===== src/rtl/spike_aer_encoder.sv =====
// spike_aer_encoder: spike rising edges -> round-robin arbiter -> show-ahead FIFO -> AER valid/ready stream.
// Define SPIKE_AER_TIMESTAMP_EN to attach a free-running timestamp to every event.
module spike_aer_encoder #(
  parameter int N_NEURONS  = 8,
  parameter int ADDR_W     = 3,
  parameter int FIFO_DEPTH = 8,
  parameter int TS_W       = 16
) (
  input  logic                          clk,
  input  logic                          reset,
  input  logic [N_NEURONS-1:0]          spike_in,
  output logic                          aer_valid,
  input  logic                          aer_ready,
  output logic [ADDR_W-1:0]             aer_addr,
  output logic [TS_W-1:0]               aer_ts,
  output logic [$clog2(FIFO_DEPTH):0]   fifo_level,
  output logic [15:0]                   drop_count
);
  localparam int PW = $clog2(FIFO_DEPTH);
  localparam logic [PW:0] FULL = (PW + 1)'(FIFO_DEPTH);
`ifdef SPIKE_AER_TIMESTAMP_EN
  localparam int EW = ADDR_W + TS_W;
`else
  localparam int EW = ADDR_W;
`endif

  logic [N_NEURONS-1:0] spike_d, pending, rise, grant, drops;
  logic [ADDR_W-1:0]    last_grant, grant_idx, hi_idx, lo_idx;
  logic                 grant_en, hi_en, lo_en, pop;
  logic [16:0]          drop_sum;
  logic [EW-1:0]        mem [FIFO_DEPTH];
  logic [EW-1:0]        wr_data, head;
  logic [PW-1:0]        wr_ptr, rd_ptr;

  assign rise  = spike_in & ~spike_d;
  assign drops = rise & pending & ~grant;

  // Prefer the lowest pending index above last_grant, else wrap to the lowest overall.
  always_comb begin
    hi_en  = 1'b0;
    lo_en  = 1'b0;
    hi_idx = '0;
    lo_idx = '0;
    for (int i = N_NEURONS - 1; i >= 0; i--) begin
      if (pending[i]) begin
        lo_en  = 1'b1;
        lo_idx = ADDR_W'(i);
      end
      if (pending[i] && ADDR_W'(i) > last_grant) begin
        hi_en  = 1'b1;
        hi_idx = ADDR_W'(i);
      end
    end
    grant_en  = (hi_en | lo_en) & (fifo_level != FULL);
    grant_idx = hi_en ? hi_idx : lo_idx;
    grant     = grant_en ? {{(N_NEURONS-1){1'b0}}, 1'b1} << grant_idx : '0;
  end

  always_comb begin
    drop_sum = {1'b0, drop_count};
    for (int i = 0; i < N_NEURONS; i++) drop_sum = drop_sum + 17'(drops[i]);
  end

  assign aer_valid = fifo_level != '0;
  assign pop       = aer_valid & aer_ready;
  assign head      = mem[rd_ptr];

`ifdef SPIKE_AER_TIMESTAMP_EN
  logic [TS_W-1:0] ts_cnt;
  always_ff @(posedge clk or posedge reset)
    if (reset) ts_cnt <= '0;
    else ts_cnt <= ts_cnt + 1'b1;
  assign wr_data  = {grant_idx, ts_cnt};
  assign aer_addr = aer_valid ? head[EW-1:TS_W] : '0;
  assign aer_ts   = aer_valid ? head[TS_W-1:0] : '0;
`else
  assign wr_data  = grant_idx;
  assign aer_addr = aer_valid ? head : '0;
  assign aer_ts   = '0;
`endif

  always_ff @(posedge clk) if (grant_en) mem[wr_ptr] <= wr_data;

  always_ff @(posedge clk or posedge reset) begin
    if (reset) begin
      spike_d    <= '0;
      pending    <= '0;
      last_grant <= ADDR_W'(N_NEURONS - 1);
      wr_ptr     <= '0;
      rd_ptr     <= '0;
      fifo_level <= '0;
      drop_count <= '0;
    end else begin
      spike_d    <= spike_in;
      pending    <= (pending & ~grant) | rise;
      last_grant <= grant_en ? grant_idx : last_grant;
      wr_ptr     <= wr_ptr + PW'(grant_en);
      rd_ptr     <= rd_ptr + PW'(pop);
      fifo_level <= fifo_level + (PW + 1)'(grant_en) - (PW + 1)'(pop);
      drop_count <= drop_sum[16] ? 16'hFFFF : drop_sum[15:0];
    end
  end
endmodule


===== config.mk =====
export PLATFORM = sky130hd
export DESIGN_NAME = spike_aer_encoder
export DESIGN_NICKNAME = d
export VERILOG_FILES = /design/src/rtl/spike_aer_encoder.sv
export SDC_FILE = /design/constraint.sdc
export NUM_CORES = 1
export LEC_CHECK = 0
export BUFFER_PORTS_ARGS = -buffer_cell sky130_fd_sc_hd__buf_2
export CAP_MARGIN = 20
export CORE_MARGIN = 10
export CORE_UTILIZATION = 62
export DETAILED_ROUTE_END_ITERATION = 8
export PLACE_DENSITY = 0.85
export SYNTH_ARGS = -nofsm -noshare
export SYNTH_HDL_FRONTEND = slang
export SYNTH_SLANG_ARGS = --single-unit

===== constraint.sdc =====
create_clock -name clk -period 9.9 [get_ports clk]
set_clock_uncertainty 0.2 [all_clocks]
set_input_delay 0.99 -clock clk [delete_from_list [all_inputs] [get_ports clk]]
set_output_delay 0.99 -clock clk [all_outputs]
set_load 0.01 [all_outputs]

==> PnR_summary.wiki <==
{| class="wikitable"
! Metric !! Value
|-
| Outcome || finished clean
|-
| Syn Std Cell Area || 3709 um^2
|-
| Async set-reset flop share out of synthesis || 65.22%
|-
| HPWL reported at the end of detailed placement || 5074 um
|-
| Category of the worst setup path launch point || register
|-
| Number of standard cells after synthesis || 330
|-
| Adder and majority cell fraction of the synthesized area || 8.637%
|-
| Maximum clock frequency || 0.1626 GHz
|-
| Clock transition time at the flip-flop clock pins of the worst setup and hold paths || 80 ps
|-
| Kind of path behind the tightest hold check || reg -> reg
|-
| Number of fill cells || 414
|-
| Starting DRT DRC Count || 184
|-
| Nets || 395
|-
| Avg Inst Size Synth || 11.24 um^2
|-
| Vias after detailed routing || 2,420
|-
| Capturing element type of the critical path || register
|-
| Number of buffers on the longest clock path || 2
|-
| Buffers & Inverters on Critical Path || 4
|-
| Wire length per cell after detailed routing || 15.37 um
|-
| Leading cell types by total area after synthesis || sky130_fd_sc_hd__dfrtp_1, sky130_fd_sc_hd__edfxtp_1, sky130_fd_sc_hd__ha_1
|-
| Post-cts sizing count || 0
|-
| Post-Place Cell Area || 3821 um^2
|-
| First-pass GRT wire length || 11,670 um
|-
| Layout area overhead || 8.603%
|-
| Kind of critical path || reg -> reg
|-
| Total routing usage reported by global routing || 14.83%
|-
| Routed Wire Length || 6794 um
|-
| Cell with the most instances after synthesis || sky130_fd_sc_hd__dfrtp_1
|-
| Leakage Power || 1.841 nW
|-
| Layout cell share with drive strength beyond 1 || 19.62%
|-
| Seq cells post-synth || 69
|-
| Die Width || 97.34 um
|-
| Congestion Overflow GR || 0
|-
| Core occupancy in the finished layout || 68.84%
|-
| R2R depth || 21
|-
| CTS tree || yes
|-
| Ports placed on the boundary || 51
|-
| Synthesized-area fraction occupied by xor and xnor cells || 3.306%
|-
| Sum of negative setup slack || 0 ps
|-
| Combinational family with the most area after synthesis || simple AND/OR/NAND/NOR gates
|-
| Number of clock buffers inserted by TritonCTS || 9
|-
| Source-to-sink clock delay at the later pin of the worst-skew pair || 350 ps
|-
| Total core area || 5851 um^2
|-
| Cell repeated most along the worst path || sky130_fd_sc_hd__fa_1
|-
| Number of distinct library cells after synthesis || 57
|-
| Register area share after synthesis || 49.90%
|-
| Final GP Congestion || 0.8758
|-
| Max IR drop VDD || 216.6 uV
|-
| Count of buffers from port buffering || 34
|-
| Instance count on the critical path || 21
|-
| Final Critical Period || 6150 ps
|-
| Hold path cells || 1
|-
| Antenna diode count || 0
|-
| Summed area of non-filler cells in the final layout || 4028 um^2
|-
| Number of warnings printed during yosys synthesis || 0
|-
| # DRC || 0
|-
| Pins over their slew limit || 0
|-
| Via count of the first global-routing pass || 2,484
|-
| Power density over cell area || 361.4 nW/um^2
|-
| Count of flip-flops with a built-in enable after synthesis || 24
|-
| Number of setup violations in the final report || 0
|-
| Routed vias/inst || 5.475
|-
| Headroom to the max-slew limit || 38.03%
|-
| Unrepaired setup endpoints after global routing || false
|-
| Critical path data arrival time || 6160 ps
|-
| Synth Flop Type || sky130_fd_sc_hd__dfrtp_1
|-
| Slowest cell on the critical path || sky130_fd_sc_hd__dfstp_2
|-
| Multiplexer fraction of the synthesized cell area || 4.757%
|-
| Area share of the leading cell type in the synthesized netlist || 28.34%
|-
| Total clock sinks || 69
|-
| WP data required || 9910 ps
|-
| Crit share post-route || 62.12%
|-
| Number of H-tree levels || 3
|-
| Crit-path leading delay family || adder cells
|-
| Critical path fanouts, max || 17
|-
| Longest individual stage delay on the worst path || 660 ps
|-
| Number of antenna violations at the first check in global routing || 0
|-
| Area enclosed by the die boundary || 9475 um^2
|-
| Pin count of the biggest net entering global routing || 46
|-
| Post-CTS setup-driven buffer insertion count || 0
|-
| Clock tree root buffer cell || sky130_fd_sc_hd__clkbuf_8
|-
| Simple-gate area share of the yosys netlist || 16.80%
|-
| Cells along the critical path || or3b_4 -> nand4b_2 -> nor4b_2 -> a21o_1 -> and2b_1 -> a21oi_1 -> fa_1 -> inv_1 -> fa_1 -> inv_1 -> fa_1 -> inv_1 -> fa_1 -> inv_1 -> fa_1 -> nand2_1 -> nand2_1 -> a21oi_1 -> nor3_1 -> nand3_1 -> o21ai_0
|-
| Area fraction in compound gates after synthesis || 8.772%
|-
| Residual antenna-violating net count after detailed routing || 0
|-
| Initial Utilization || 63.39%
|-
| Die Ht || 97.34 um
|-
| Pin slew with the least headroom to its limit || 928.1 ps
|-
| Row Count || 28
|-
| Number of buffers inserted by hold repair at cts || 0
|-
| Cell type with the highest aggregate area in the netlist || sky130_fd_sc_hd__dfrtp_1
|-
| Most common library cells after synthesis || sky130_fd_sc_hd__dfrtp_1, sky130_fd_sc_hd__nand2_1, sky130_fd_sc_hd__nor2_1, sky130_fd_sc_hd__edfxtp_1, sky130_fd_sc_hd__inv_1
|-
| Hold violation total from the final report || 0
|-
| Initial DRT Pass Iterations || 4
|-
| Count of maximum capacitance violations || 0
|}
per-layer routing:
layer	global-route usage [%]	wire length, um	share of wire, %	vias to the layer above
met5	0	0	0	-
met4	6.488	107	1.6	0
met3	4.267	445	6.5	11
met2	23.66	3291	48	72
met1	18.31	2950	43	1164
li1	-	-	-	1173
state kept, by name, summed over array words and instances (netlist names):
| signal | cells |
|---|---|
| drop_count | 16 |
| fifo_level | 4 |
| last_grant | 3 |
| spike_d | 8 |
| mem | 24 |
| rd_ptr | 3 |
| pending | 8 |
| wr_ptr | 3 |
cell families after synthesis:
| family | Yosys count |
|---|---|
| AND/OR/NAND/NOR | 119 |
| flip-flops | 69 |
| buffers and inverters | 49 |
| AO/OA/AOI/OAI | 46 |
| adder cells (fa/ha/maj) | 22 |
| XOR/XNOR | 14 |
| multiplexers | 10 |
| other | 1 |
where the power goes:
| group | internal (W) | leakage, nW | switching (W) |
|---|---|---|---|
| combinational | 0.000288 | 0.985 | 0.000379 |
| clock | 0.000120 | 0.104 | 0.000116 |
| sequential | 0.000446 | 0.752 | 0.000107 |
area by class of cell:
class                      count  area, um^2  share of cell area (%)
multi-input combinational    227        1628                   40.42
clock inverter                 7       82.58                   2.050
inverter                      21       78.83                   1.957
sequential                    69        1851                   45.95
clock buffer                   9       123.9                   3.075
timing repair buffer          34       170.2                   4.225
tap                           75       93.84                   2.330
through the flow:
| stage | power, W | setup WS (ps) | hold WS (ps) | cells |
|---|---|---|---|---|
| after floorplan | 0.001081 | 4454 | 218.2 | 345 |
| after global placement | 0.001192 | 4006 | 225.4 | 426 |
| after detailed placement | 0.001229 | 3751 | 233.8 | 426 |
| after CTS | 0.001467 | 3753 | 244.7 | 442 |
| after global routing | 0.001577 | 3267 | 274.9 | 442 |
| final | 0.001456 | 3750 | 247.3 | 442 |
cells in the final DEF, fill, tap and decap left out, types with 5 or more instances in the layout:
| cell | Yosys | routed |
|---|---|---|
| sky130_fd_sc_hd__nor2b_1 | 12 | 12 |
| sky130_fd_sc_hd__clkbuf_8 | 0 | 9 |
| sky130_fd_sc_hd__conb_1 | 1 | 16 |
| sky130_fd_sc_hd__inv_1 | 20 | 19 |
| sky130_fd_sc_hd__mux4_2 | 6 | 6 |
| sky130_fd_sc_hd__a21oi_1 | 13 | 13 |
| sky130_fd_sc_hd__nand3_1 | 5 | 5 |
| sky130_fd_sc_hd__o21ai_0 | 9 | 9 |
| sky130_fd_sc_hd__fa_1 | 6 | 6 |
| sky130_fd_sc_hd__nand2_1 | 35 | 35 |
| sky130_fd_sc_hd__edfxtp_1 | 24 | 24 |
| sky130_fd_sc_hd__dfrtp_1 | 42 | 42 |
| sky130_fd_sc_hd__nor3_1 | 5 | 5 |
| sky130_fd_sc_hd__nor2_1 | 30 | 30 |
| sky130_fd_sc_hd__xor2_1 | 9 | 9 |
| sky130_fd_sc_hd__xnor2_1 | 5 | 5 |
| sky130_fd_sc_hd__ha_1 | 16 | 16 |
| sky130_fd_sc_hd__and3_1 | 5 | 5 |
| sky130_fd_sc_hd__buf_2 | 1 | 34 |
path summary, 6_finish.rpt:
kind	startpoint	endpoint	slack, ps
min	spike_d[4]$_DFF_PP0_	pending[4]$_DFF_PP0_	250
min reg2reg	spike_d[4]$_DFF_PP0_	pending[4]$_DFF_PP0_	250
max	last_grant[1]$_DFFE_PP1P_	drop_count[3]$_DFF_PP0_	3750
max in group asynchronous	reset	pending[5]$_DFF_PP0_	8280
max reg2reg	last_grant[1]$_DFFE_PP1P_	drop_count[3]$_DFF_PP0_	3750
min in group asynchronous	reset	drop_count[7]$_DFF_PP0_	640
No activity file was read; power rests on OpenSTA's default activity.
